$ cat config.mk
export PLATFORM = sky130hd
export DESIGN_NAME = iu_pred
export DESIGN_NICKNAME = d
export VERILOG_FILES = /design/src/rtl/iu_pkg.sv /design/src/rtl/iu_btb.sv /design/src/rtl/iu_pred.sv
export SDC_FILE = /design/constraint.sdc
export NUM_CORES = 2
export LEC_CHECK = 0
export BUFFER_PORTS_ARGS = -buffer_cell sky130_fd_sc_hd__buf_2
export CAP_MARGIN = 20
export CORE_MARGIN = 2
export CORE_UTILIZATION = 40
export CTS_CLUSTER_DIAMETER = 100
export DETAILED_ROUTE_END_ITERATION = 10
export PLACE_DENSITY_LB_ADDON = 0.1
export SLEW_MARGIN = 5
export SYNTH_ARGS = -nofsm -noshare
export SYNTH_HDL_FRONTEND = slang
export SYNTH_SLANG_ARGS = --single-unit
$ cat constraint.sdc
create_clock -name clk -period 13.8 [get_ports clk]
set_input_delay 0.69 -clock clk [delete_from_list [all_inputs] [get_ports clk]]
set_output_delay 0.69 -clock clk [all_outputs]
set_load 0.01 [all_outputs]
$ cat src/rtl/iu_pkg.sv
// Shared types and elaboration helpers for the next-PC prediction unit.
package iu_pkg;

    typedef enum logic [2:0] {
        S_IDLE = 3'b001,
        S_WORK = 3'b010,
        S_PUSH = 3'b100
    } state_t;

    // ceil(log2(v)); used on parameters only
    function automatic int ilog2(input int v);
        int r;
        r = 0;
        for (int i = 0; i < 31; i++)
            if ((1 << i) < v) r = i + 1;
        return r;
    endfunction

endpackage

$ cat src/rtl/iu_btb.sv
// Direct-mapped branch target buffer: combinational lookup that falls back to
// the sequential PC, synchronous write port.
module iu_btb
    import iu_pkg::*;
#(
    parameter int XLEN    = 64,
    parameter int STEP    = 4,
    parameter int ENTRIES = 16
) (
    input  logic            clk,
    input  logic            rst,
    input  logic [XLEN-1:0] lk_pc,
    output logic [XLEN-1:0] lk_npc,
    input  logic            wr_en,
    input  logic [XLEN-1:0] wr_pc,
    input  logic [XLEN-1:0] wr_tgt
);
    localparam int OFS_W = ilog2(STEP);
    localparam int IDX_W = ilog2(ENTRIES);
    localparam int TAG_W = XLEN - OFS_W - IDX_W;

    logic [ENTRIES-1:0] valid;
    logic [TAG_W-1:0]   tag_q [ENTRIES];
    logic [XLEN-1:0]    tgt_q [ENTRIES];

    logic [IDX_W-1:0] lk_idx, wr_idx;
    logic [TAG_W-1:0] lk_tag, wr_tag;
    logic             lk_hit;
    logic             wr_unused;

    assign lk_idx    = lk_pc[OFS_W +: IDX_W];
    assign lk_tag    = lk_pc[XLEN-1 -: TAG_W];
    assign wr_idx    = wr_pc[OFS_W +: IDX_W];
    assign wr_tag    = wr_pc[XLEN-1 -: TAG_W];
    assign wr_unused = ^wr_pc[OFS_W-1:0];

    // Reads see the array before this edge's write lands
    assign lk_hit = valid[lk_idx] && (tag_q[lk_idx] == lk_tag);
    assign lk_npc = lk_hit ? tgt_q[lk_idx] : lk_pc + XLEN'(STEP);

    always_ff @(posedge clk) begin
        if (rst)
            valid <= '0;
        else if (wr_en)
            valid[wr_idx] <= 1'b1;
    end

    always_ff @(posedge clk) begin
        if (wr_en && !rst) begin
            tag_q[wr_idx] <= wr_tag;
            tgt_q[wr_idx] <= wr_tgt;
        end
    end

endmodule

$ cat src/rtl/iu_pred.sv
// Next-PC predictor: paced IDLE/WORK/PUSH loop feeding a prediction FIFO,
// with BTB-based lookup and miss-driven redirect/flush.
module iu_pred
    import iu_pkg::*;
#(
    parameter int          XLEN        = 64,
    parameter int          WORK_PERIOD = 6,
    parameter int          STEP        = 4,
    parameter int          BTB_ENTRIES = 16,
    parameter int          FIFO_DEPTH  = 4,
    parameter logic [63:0] RESET_PC    = 64'h0
) (
    input  logic            clk,
    input  logic            rst,
    input  logic            miss,
    input  logic [XLEN-1:0] pc_curr,
    output logic [XLEN-1:0] pc_pre,
    output logic            pc_pre_oe,
    input  logic            pc_pre_rdy,
    input  logic            upd_en,
    input  logic [XLEN-1:0] upd_pc,
    input  logic [XLEN-1:0] upd_tgt
);
    localparam int CNT_W = ilog2(WORK_PERIOD + 1);
    localparam int PTR_W = ilog2(FIFO_DEPTH);

    state_t           state;
    logic [XLEN-1:0]  npc;
    logic [XLEN-1:0]  pred;
    logic [CNT_W-1:0] cnt;

    logic [XLEN-1:0]  fifo [FIFO_DEPTH];
    logic [PTR_W:0]   wptr, rptr;
    logic             empty, full, push, pop;

    // A miss redirects the single lookup port to the new base
    iu_btb #(.XLEN(XLEN), .STEP(STEP), .ENTRIES(BTB_ENTRIES)) u_btb (
        .clk    (clk),
        .rst    (rst),
        .lk_pc  (miss ? pc_curr : npc),
        .lk_npc (pred),
        .wr_en  (upd_en),
        .wr_pc  (upd_pc),
        .wr_tgt (upd_tgt)
    );

    assign empty = (wptr == rptr);
    assign full  = (wptr[PTR_W] != rptr[PTR_W]) && (wptr[PTR_W-1:0] == rptr[PTR_W-1:0]);
    assign push  = (state == S_PUSH) && !full && !miss;
    assign pop   = pc_pre_oe && pc_pre_rdy && !miss;

    assign pc_pre_oe = !empty;
    assign pc_pre    = empty ? '0 : fifo[rptr[PTR_W-1:0]];

    always_ff @(posedge clk) begin
        if (rst) begin
            state <= S_IDLE;
            npc   <= XLEN'(RESET_PC);
            cnt   <= '0;
        end else if (miss) begin
            state <= S_WORK;
            npc   <= pred;
            cnt   <= '0;
        end else begin
            case (state)
                S_IDLE: begin
                    npc   <= pred;
                    cnt   <= '0;
                    state <= S_WORK;
                end
                S_WORK: begin
                    cnt <= cnt + 1'b1;
                    if (cnt == CNT_W'(WORK_PERIOD - 1)) state <= S_PUSH;
                end
                S_PUSH: if (!full) state <= S_IDLE;
                default: state <= S_IDLE;
            endcase
        end
    end

    always_ff @(posedge clk) begin
        if (rst || miss) begin
            wptr <= '0;
            rptr <= '0;
        end else begin
            if (push) wptr <= wptr + 1'b1;
            if (pop)  rptr <= rptr + 1'b1;
        end
    end

    always_ff @(posedge clk) begin
        if (push && !rst) fifo[wptr[PTR_W-1:0]] <= npc;
    end

endmodule
==> reports/qor.csv <==
stage,metric,value,unit
yosys,syn_nets,6394,
critical_path,critPathLaunchType,flip-flop,
clock_tree,cts_buffers,238,
global_routing,grt_pass1_vias,54700,
sta,relSlewSlack,0.186,
power,p_per_area,147,nW/um^2
drt,drtIter0Drc,5930,
yosys,synth_seq_cells,2302,
power,p_comb_frac,0.108,
power,p_leak,35.1,nW
sta,fmax,145,MHz
sta,fin_skew,0.0461,ns
sta,timing.final.ws_setup,6.89,ns
critical_path,cp_slowest_stage_delay,0.72,ns
sta,hold_violations,0,
yosys,yosysUniqueCellTypes,93,
drt,wire_per_inst,31.7,um
power,clockPowerShare,0.392,
sta,setup_viol,0,
critical_path,crit_required,14.58,ns
floorplanning,dieArea,238000,sq um
run,max_cap_viol_count,0,
global_routing,grt_pass1_wl,432,mm
yosys,synthTopCellsByArea,"edfxtp_1 (71%), mux4_2 (5.3%), nand2_1 (4.0%), nand3_1 (2.6%), mux2i_1 (2.3%)",
yosys,yosysWarnings,0,
drt,vias,57400,
place,place_ws,5.98,ns
floorplanning,core_area,233000,sq um
drt,vias_per_cell,5.84,
critical_path,crit_chain,mux2i_4 -> buf_4 -> inv_8 -> buf_4 -> buf_4 -> mux2i_1 -> o22ai_1 -> a2111oi_0 -> a221oi_2 -> xnor2_1 -> or4_1 -> nor4_1 -> nand4_4 -> buf_4 -> or4_1 -> o2111a_1,
yosys,synth_area_leader_cell,edfxtp_1,
drt,ant_nets,0,
outcome,outcome,completed,
power,p_int,0.0116,W
floorplanning,die_w,488,um
drt,wl,311,mm
critical_path,crit_type,flip-flop to flip-flop,
global_routing,grt-ovfl-total,0,
sta,finalMaxSlewViolations,0,
drt,dr.pass1.iters,6,
yosys,synth_area,93700,sq um
yosys,synth.top_cell.area_share,0.708,
clock_tree,clk_pin_slew,0.06,ns
power,swShare,0.255,
yosys,synth-edff-count,2208,
power,pwr-share-seq,0.501,
clock_tree,cts_tree,done,
place,place_area,98800,sq um
hold_path,min_path_type,input pin to flip-flop,
critical_path,cpMaxStageDelayCell,buf_4,
clock_tree,cts_root_buffer,clkbuf_16,
place,port_buffers,259,
drt,route.detailed.drc,0,
yosys,synth_ff_type,edfxtp_1,
yosys,synth_cells,6189,
sta,fin_crit_sh,0.501,
power,ir_drop,0.000109,V
critical_path,worst_ep_arrival_time,7.70,ns
floorplanning,start_util,0.403,
clock_tree,cts_setup_buffers,0,
global_routing,grt_max_degree,113,
yosys,ys_seq_area_frac,0.728,
critical_path,crit_top_cell,buf_4,
sta,tightest_slew,1.22,ns
yosys,async_reset_ff_frac,0,
place,dp_hpwl,183,mm
final_layout,layout-drive-gt1-share,0.159,
clock_tree,cts-resized-gates,0,
global_routing,antenna_found_initial,64,
place,gp_congestion,0.944,
sta,rsz0062_at_grt,no,
clock_tree,cts_buffer_depth,3,
final_layout,fin_nets,6675,
clock_tree,htreeDepth,4,
critical_path,crit_family,buffers and inverters,
final_layout,final_area,106000,sq um
critical_path,cp_num_buf_inv,5,
clock_tree,clock_latency,0.90,ns
clock_tree,clock_sinks,2302,
clock_tree,cts_hold_buf,0,
floorplanning,rows,177,
final_layout,areaGrowthSynthToFinish,13.3,%
global_routing,grt_util_all_layers,0.257,
critical_path,crit_fanout,79,
power,power_switching,0.00399,W
sta,fin_crit,6.91,ns
critical_path,cp-end-kind,flip-flop,
yosys,synth_area_per_cell,15.1,sq um
floorplanning,fp.dieH,488,um
sta,setup_tns,0,ns
floorplanning,num_io_pins,262,
-- path summary, 6_finish.rpt --
path                            slack, ns                   to            from  cells after the start
worst min register to register       0.45       u_btb.valid[7]  u_btb.valid[7]                      1
worst min-delay path                 0.17  u_btb.tag_q[12][42]      upd_pc[48]                      1
worst max register to register       6.89              npc[52]          npc[2]                     16
worst max-delay path                 6.89              npc[52]          npc[2]                     16
-- cell type report --
| cell class | instances | area, sq um |
|---|---|---|
| Antenna cell | 18 | 45.0 |
| Clock buffer | 310 | 6260 |
| Clock inverter | 129 | 1050 |
| Fill cell | 20600 | 127000 |
| Inverter | 30 | 128 |
| Multi-Input combinational cell | 3467 | 23900 |
| Sequential cell | 2302 | 68200 |
| Tap cell | 3132 | 3920 |
| Timing Repair Buffer | 431 | 2710 |
-- power groups by stage --
stage / registers, W / logic, W / clock network [W]
detailed placement: 0.00797 / 0.00167 / 0
global placement: 0.00796 / 0.00166 / 0
floorplan: 0.00794 / 0.000931 / 0
finish: 0.00782 / 0.00168 / 0.00612
global route: 0.00783 / 0.00178 / 0.00650
CTS: 0.00782 / 0.00168 / 0.00623
-- per-stage QoR --
step | instances | util | total power, W | hold WS, ns
floorplan | 6189 | - | 0.00887 | 0.418
global placement | 9358 | 0.424 | 0.00962 | 0.425
detailed placement | 9360 | 0.424 | 0.00964 | 0.436
CTS | 9799 | 0.456 | 0.0157 | 0.0968
global route | 9808 | 0.456 | 0.0161 | 0.144
finish | 9819 | 0.456 | 0.0156 | 0.166
-- per-layer routing --
metal	track usage	up-vias	routed length (um)
met5	0	-	193
met4	0.0903	30	12200
met3	0.0470	498	24000
met2	0.397	2283	141000
met1	0.366	30000	134000
li1	-	24600	-
-- worst reg2reg max path, stage by stage, from the launching register on --
cell and delay (ns):
dfxtp_2 0.57, mux2i_4 0.11, buf_4 0.32, inv_8 0.53, buf_4 0.79, buf_4 0.72, mux2i_1 0.30, o22ai_1 0.10
a2111oi_0 0.56, a221oi_2 0.12, xnor2_1 0.18, or4_1 0.47, nor4_1 0.55, nand4_4 0.22, buf_4 0.47, or4_1 0.66
o2111a_1 0.15
-- cells by family after synthesis --
| family | count (synthesis) | share of synthesized area |
|---|---|---|
| AO/OA/AOI/OAI | 959 | 0.0672 |
| XOR/XNOR | 113 | 0.0106 |
| adder cells (fa/ha/maj) | 8 | 0.00107 |
| buffers and inverters | 420 | 0.0203 |
| flip-flops | 2302 | 0.728 |
| multiplexers | 472 | 0.0805 |
| AND/OR/NAND/NOR | 1915 | 0.0926 |
-- state kept, by name, summed over array words and instances (netlist names), named ones only --
name / cells
cnt: 3
u_btb.tag_q: 928
fifo: 256
npc: 64
u_btb.valid: 16
state: 3
u_btb.tgt_q: 1024
wptr: 3
rptr: 3
-- synth_stat cells (8+ instances only) --
| library cell | count |
|---|---|
| buf_1 | 53 |
| o31ai_1 | 16 |
| o21ai_0 | 140 |
| nor2_1 | 121 |
| o22ai_1 | 56 |
| edfxtp_1 | 2208 |
| and3_1 | 30 |
| nor4_1 | 22 |
| nand4_1 | 28 |
| a211oi_1 | 91 |
| nand3b_1 | 13 |
| buf_6 | 9 |
| xnor2_1 | 62 |
| mux2i_1 | 216 |
| a21o_1 | 25 |
| inv_1 | 25 |
| ha_1 | 8 |
| nand2b_1 | 8 |
| a32oi_1 | 26 |
| dfxtp_1 | 94 |
| a221o_1 | 44 |
| nand4b_1 | 11 |
| xor2_1 | 51 |
| buf_4 | 33 |
| or4_1 | 9 |
| mux4_2 | 220 |
| nand2_1 | 992 |
| o211ai_1 | 16 |
| nor2b_1 | 90 |
| buf_2 | 109 |
| a221oi_1 | 32 |
| and2_1 | 9 |
| a21oi_1 | 320 |
| o221ai_1 | 8 |
| a21boi_0 | 39 |
| a31oi_1 | 43 |
| nand3_1 | 484 |
| mux2_2 | 33 |
| nor3_1 | 57 |
| clkbuf_1 | 186 |
-- layout by cell type (no fill, tap or decap), drive strengths merged, types with 33 or more instances in the layout --
| cell type | n |
|---|---|
| a31oi | 43 |
| a211oi | 94 |
| o21ai | 145 |
| xnor2 | 62 |
| edfxtp | 2208 |
| mux2i | 219 |
| o22ai | 56 |
| nand3 | 484 |
| nor3 | 57 |
| a21oi | 320 |
| nor2 | 123 |
| xor2 | 51 |
| a221o | 44 |
| mux4 | 220 |
| buf | 431 |
| clkbuf | 310 |
| nor2b | 90 |
| a21boi | 39 |
| mux2 | 33 |
| dfxtp | 94 |
| nand2 | 992 |
| a221oi | 34 |
| clkinv | 104 |
| inv | 39 |
Note: power is estimated with default switching activity, not from simulation.
